<file path="src/rtl/memory_bus_arbiter.sv">
// Two-requester memory bus arbiter: instruction fetch vs. load/store.
// Data wins by default; fetch is forced through once its starve count reaches STARVE_LIMIT.
//
// state   | meaning
// --------+-------------------------------------------------------------
// IDLE    | waiting for a request; arbitrate and latch winner on exit
// ACCESS  | single-cycle read or write enable on the memory bus
// WAIT    | read in flight, MEM_LATENCY-1 cycles (skipped when latency=1)
// CAPTURE | memory data valid; register into winner's data output
// RESPOND | one-cycle ready pulse to the winner

module memory_bus_arbiter #(
   parameter int unsigned MEM_LATENCY  = 1,
   parameter int unsigned STARVE_LIMIT = 4
) (
   input  logic        clock,
   input  logic        reset,
   input  logic        fetch_req,
   input  logic [31:0] fetch_address,
   output logic        fetch_ready,
   output logic [31:0] fetch_data,
   input  logic        data_req,
   input  logic        data_write,
   input  logic [31:0] data_address,
   input  logic [31:0] data_write_data,
   input  logic [2:0]  data_format,
   output logic        data_ready,
   output logic [31:0] data_fetched,
   output logic [31:0] mem_address,
   output logic [31:0] mem_write_data,
   output logic [2:0]  mem_format,
   output logic        mem_read_enable,
   output logic        mem_write_enable,
   input  logic [31:0] mem_data_fetched
);

   typedef enum logic [2:0] {
      IDLE    = 3'd0,
      ACCESS  = 3'd1,
      WAIT    = 3'd2,
      CAPTURE = 3'd3,
      RESPOND = 3'd4
   } state_t;

   localparam logic [3:0] STARVE_MAX = 4'(STARVE_LIMIT);
   localparam logic [2:0] WAIT_LOAD  = (MEM_LATENCY > 1) ? 3'(MEM_LATENCY - 2) : 3'd0;
   localparam logic [2:0] FMT_WORD   = 3'b010;

   state_t      state_q, state_d;
   logic [3:0]  starve_q, starve_d;
   logic [2:0]  wait_cnt_q, wait_cnt_d;
   logic        gnt_fetch_q, gnt_fetch_d;
   logic        is_write_q, is_write_d;
   logic [31:0] mem_address_q, mem_address_d;
   logic [31:0] mem_write_data_q, mem_write_data_d;
   logic [2:0]  mem_format_q, mem_format_d;
   logic        mem_read_enable_q, mem_read_enable_d;
   logic        mem_write_enable_q, mem_write_enable_d;
   logic        fetch_ready_q, fetch_ready_d;
   logic        data_ready_q, data_ready_d;
   logic [31:0] fetch_data_q, fetch_data_d;
   logic [31:0] data_fetched_q, data_fetched_d;
   logic        fetch_wins;

   always_comb begin
      state_d            = state_q;
      starve_d           = starve_q;
      wait_cnt_d         = wait_cnt_q;
      gnt_fetch_d        = gnt_fetch_q;
      is_write_d         = is_write_q;
      mem_address_d      = mem_address_q;
      mem_write_data_d   = mem_write_data_q;
      mem_format_d       = mem_format_q;
      mem_read_enable_d  = 1'b0;
      mem_write_enable_d = 1'b0;
      fetch_ready_d      = 1'b0;
      data_ready_d       = 1'b0;
      fetch_data_d       = fetch_data_q;
      data_fetched_d     = data_fetched_q;
      fetch_wins         = fetch_req && (!data_req || (starve_q >= STARVE_MAX));

      unique case (state_q)
         IDLE: begin
            if (fetch_req || data_req) begin
               state_d     = ACCESS;
               gnt_fetch_d = fetch_wins;
               if (fetch_wins) begin
                  mem_address_d     = fetch_address;
                  mem_write_data_d  = '0;
                  mem_format_d      = FMT_WORD;
                  is_write_d        = 1'b0;
                  mem_read_enable_d = 1'b1;
                  starve_d          = '0;
               end else begin
                  mem_address_d      = data_address;
                  mem_write_data_d   = data_write_data;
                  mem_format_d       = data_format;
                  is_write_d         = data_write;
                  mem_read_enable_d  = !data_write;
                  mem_write_enable_d = data_write;
                  // Count only data grants that made a waiting fetch lose.
                  if (!fetch_req) begin
                     starve_d = '0;
                  end else if (starve_q < STARVE_MAX) begin
                     starve_d = starve_q + 4'd1;
                  end
               end
            end
         end
         ACCESS: begin
            if (is_write_q) begin
               state_d       = RESPOND;
               fetch_ready_d = gnt_fetch_q;
               data_ready_d  = !gnt_fetch_q;
            end else if (MEM_LATENCY <= 1) begin
               state_d = CAPTURE;
            end else begin
               state_d    = WAIT;
               wait_cnt_d = WAIT_LOAD;
            end
         end
         WAIT: begin
            if (wait_cnt_q == 3'd0) begin
               state_d = CAPTURE;
            end else begin
               wait_cnt_d = wait_cnt_q - 3'd1;
            end
         end
         CAPTURE: begin
            state_d       = RESPOND;
            fetch_ready_d = gnt_fetch_q;
            data_ready_d  = !gnt_fetch_q;
            if (gnt_fetch_q) begin
               fetch_data_d = mem_data_fetched;
            end else begin
               data_fetched_d = mem_data_fetched;
            end
         end
         RESPOND: begin
            state_d = IDLE;
         end
         default: begin
            state_d = IDLE;
         end
      endcase
   end

   always_ff @(posedge clock) begin
      if (!reset) begin
         state_q            <= IDLE;
         starve_q           <= '0;
         wait_cnt_q         <= '0;
         gnt_fetch_q        <= 1'b0;
         is_write_q         <= 1'b0;
         mem_address_q      <= '0;
         mem_write_data_q   <= '0;
         mem_format_q       <= '0;
         mem_read_enable_q  <= 1'b0;
         mem_write_enable_q <= 1'b0;
         fetch_ready_q      <= 1'b0;
         data_ready_q       <= 1'b0;
         fetch_data_q       <= '0;
         data_fetched_q     <= '0;
      end else begin
         state_q            <= state_d;
         starve_q           <= starve_d;
         wait_cnt_q         <= wait_cnt_d;
         gnt_fetch_q        <= gnt_fetch_d;
         is_write_q         <= is_write_d;
         mem_address_q      <= mem_address_d;
         mem_write_data_q   <= mem_write_data_d;
         mem_format_q       <= mem_format_d;
         mem_read_enable_q  <= mem_read_enable_d;
         mem_write_enable_q <= mem_write_enable_d;
         fetch_ready_q      <= fetch_ready_d;
         data_ready_q       <= data_ready_d;
         fetch_data_q       <= fetch_data_d;
         data_fetched_q     <= data_fetched_d;
      end
   end

   assign mem_address      = mem_address_q;
   assign mem_write_data   = mem_write_data_q;
   assign mem_format       = mem_format_q;
   assign mem_read_enable  = mem_read_enable_q;
   assign mem_write_enable = mem_write_enable_q;
   assign fetch_ready      = fetch_ready_q;
   assign data_ready       = data_ready_q;
   assign fetch_data       = fetch_data_q;
   assign data_fetched     = data_fetched_q;

endmodule

</file>
<file path="config.mk">
export PLATFORM = sky130hd
export DESIGN_NAME = memory_bus_arbiter
export DESIGN_NICKNAME = d
export VERILOG_FILES = /design/src/rtl/memory_bus_arbiter.sv
export SDC_FILE = /design/constraint.sdc
export NUM_CORES = 1
export LEC_CHECK = 0
export ABC_CLOCK_PERIOD_IN_PS = 2930
export BUFFER_PORTS_ARGS = -buffer_cell sky130_fd_sc_hd__clkbuf_2
export CORE_ASPECT_RATIO = 0.5
export CORE_MARGIN = 5
export CORE_UTILIZATION = 50
export DETAILED_ROUTE_END_ITERATION = 10
export GPL_ROUTABILITY_DRIVEN = 0
export PLACE_DENSITY = 0.82
export REMOVE_ABC_BUFFERS = 1
export SYNTH_ARGS = -nofsm -noshare
export SYNTH_HDL_FRONTEND = slang
export SYNTH_SLANG_ARGS = --single-unit
</file>
<file path="constraint.sdc">
create_clock -name clock -period 2.93 [get_ports clock]
set_input_delay 0.879 -clock clock [delete_from_list [all_inputs] [get_ports clock]]
set_output_delay 0.879 -clock clock [all_outputs]
set_load 0.01 [all_outputs]
</file>
==> metrics.md <==
| Metric | Value |
|---|---|
| Layout cell share with drive strength beyond 1 | `0.360` |
| Hold Fails Final Rpt | `0` |
| Vias in the first global route | `5,684` |
| Leakage | `0.00340 µW` |
| Outcome | `finished, final reports clean` |
| Vias | `5,863` |
| Critical Path Source Type | `primary input` |
| Postcts setup bufs | `0` |
| Area leader, netlist | `dfxtp_1` |
| Die width | `163 µm` |
| Fin crit share | `0.716` |
| Post-DP HPWL | `12.1 mm` |
| Clk network pwr share | `0.398` |
| Fmax | `476 MHz` |
| Flop and latch count out of synthesis | `147` |
| Die area | `14,100 µm²` |
| Final Net Count | `1,042` |
| Diode count | `0` |
| Number of clock sinks | `147` |
| Flop pwr share | `0.424` |
| Most frequent cells in the layout | `269 x clkbuf_2, 203 x nand2_1, 147 x dfxtp_1` |
| CP Capture Type | `register` |
| Sequential-to-total area share from yosys stat | `0.504` |
| Final hold slack | `454 ps` |
| Commonest non-fill, non-tap cell in the layout | `clkbuf_2` |
| Final antenna-violating net count | `0` |
| Setup TNS | `0 ps` |
| Max-Cap Viols | `0` |
| Slowest cell on the critical path | `or3b_2` |
| All-layer global routing usage | `0.238` |
| Cts bufs inserted | `17` |
| I/O Buffers | `270` |
| Hold Path Class | `reg2reg` |
| Final setup viols | `0` |
| CP max stage delay | `440 ps` |
| CP arrival | `2400 ps` |
| Sw Ratio | `0.293` |
| Syn Inst Count | `666` |
| CP required | `3230 ps` |
| IO Pins | `271` |
| Slew Limit Headroom | `0.614` |
| Hold Buf Count CTS | `0` |
| Slew of the pin with the lowest slew margin | `579 ps` |
| Row cnt | `27` |
| Dominant cells by area after synthesis | `dfxtp_1 50%, nand2_1 13%, a21oi_1 5.7%` |
| Worst-path fanout max | `66` |
| Critical Path, Cell by Cell | `clkbuf_2 > or3b_2 > buf_4 > a311o_1 > o221a_2` |
| First-pass GRT wire length | `27.5 mm` |
| Vias/cell | `5.45` |
| Drt pass-1 iters | `6` |
| Post-synth EDFFs | `0` |
| Gate power share | `0.179` |
| Initial antenna violation count | `0` |
| CTS tree | `done` |
| Max Clock Skew | `10.5 ps` |
| Switch Pwr | `1570 µW` |
| Mapped Area | `5840 µm²` |
| WP buf/inv | `2` |
| Clock-pin slew on the worst setup and hold paths | `70 ps` |
| Power density cells | `687 nW/µm²` |
| Final wirelength | `17.4 mm` |
| VDD IR max | `0.442 mV` |
| FFs w/ async S/R, synth | `0` |
| Minimum clock period | `2100 ps` |
| Main synth FF type | `dfxtp_1` |
| Overflow after GRT | `0` |
| Synth unique cells | `39` |
| Top cell type's share of synthesized area | `0.504` |
| Unrepaired setup endpoints after global routing | `no` |
| CORE AREA | `11,200 µm²` |
| Post_cts resized | `0` |
| Starting density of the core | `0.520` |
| Cell family with most CP delay | `compound AO/OA/AOI/OAI gates` |
| Power Internal | `3810 µW` |
| DRC | `0` |
| Critical path class | `in2reg` |
| Clock buffer depth | `2` |
| Synth warn | `0` |
| Layout area overhead | `34.2%` |
| Clock root cell | `clkbuf_16` |
| DR iter-0 viols | `487` |
| Worst skew pair latency | `410 ps` |
| WL/cell | `16.2 µm` |
| Avg Inst Size Synth | `8.76 µm²` |
| Final Max Slew Viols | `0` |
| Largest net degree at the start of global routing | `72` |
| H-tree level count | `4` |
| Chip height | `86.4 µm` |
[final timing paths]
check | start | to | slack [ps] | cells after the start
max | data_req | mem_address[1]$_SDFFE_PN0P_ | 830 | 5
min | fetch_data[14]$_SDFFE_PN0P_ | fetch_data[14]$_SDFFE_PN0P_ | 450 | 2
max reg2reg | state_q[2]$_SDFFE_PN0P_ | mem_address[29]$_SDFFE_PN0P_ | 950 | 4
min reg2reg | fetch_data[14]$_SDFFE_PN0P_ | fetch_data[14]$_SDFFE_PN0P_ | 450 | 2
[cell usage after synthesis, types with 2 or more instances]
cell and count:
a211oi_1 4, a21boi_0 32, a21oi_1 67, a311o_1 32, and3_1 2, buf_2 14, buf_6 5, clkbuf_1 49
dfxtp_1 147, ha_1 3, inv_1 5, nand2_1 203, nand2b_1 2, nand3_1 2, nor2_1 7, o21ai_0 3
o221a_1 29, o221a_2 4, o22ai_1 36
[registers in the layout, summed over array words and instances (netlist names)]
| signal | flops |
|---|---|
| wait_cnt_q | 3 |
| data_ready | 1 |
| fetch_data | 32 |
| starve_q | 4 |
| data_fetched | 32 |
| mem_format | 3 |
| mem_write_enable | 1 |
| mem_address | 32 |
| fetch_ready | 1 |
| mem_write_data | 32 |
| is_write_q | 1 |
| mem_read_enable | 1 |
| gnt_fetch_q | 1 |
| state_q | 3 |
[stage by stage]
stage	std cells	instance area, µm²	total power [µW]	utilization	setup WS (ps)
floorplan	598	5530	2800	-	-441
global placement	1043	7250	3250	0.646	450
detailed placement	1043	7250	3280	0.646	421
CTS	1075	7830	5420	0.698	862
global route	1075	7830	5630	0.698	765
finish	1075	7830	5380	0.698	831
[routing by layer]
layer / routed length [µm] / track usage / vias to the layer above
met5: 0 / 0 / -
met1: 7090 / 0.290 / 2754
met4: 454 / 0.102 / 0
met3: 1150 / 0.0470 / 42
met2: 8680 / 0.416 / 227
li1: - / - / 2840
[power by group through the flow]
stage / logic, µW / registers (µW) / clock network, µW
after floorplan: 425 / 2380 / 0
after CTS: 963 / 2280 / 2180
after global placement: 935 / 2310 / 0
after global routing: 1040 / 2300 / 2290
after detailed placement: 958 / 2320 / 0
final: 961 / 2280 / 2140
[worst min-delay path, stage by stage (launching register included)]
cell	delay, ps
dfxtp_1	310
nand2_1	50
a21oi_1	50
[layout make-up]
class,count,area [µm²]
fill,881,3380
sequential,147,2940
multi-input combinational,445,2580
timing repair buffer,286,1500
clock buffer,17,425
tap,159,199
clock inverter,15,160
inverter,6,22.5
[kinds of logic (layout without fill, tap and decap cells)]
| kind of cell | count (synthesis) | in the layout | synth area share |
|---|---|---|---|
| XOR/XNOR | 1 | 1 | 0.00150 |
| multiplexers | 1 | 1 | 0.00172 |
| adder cells (fa/ha/maj) | 3 | 3 | 0.00643 |
| AND/OR/NAND/NOR | 230 | 230 | 0.162 |
| buffers and inverters | 74 | 324 | 0.0570 |
| AO/OA/AOI/OAI | 210 | 210 | 0.267 |
| flip-flops | 147 | 147 | 0.504 |
(Power assumes the default switching activity.)
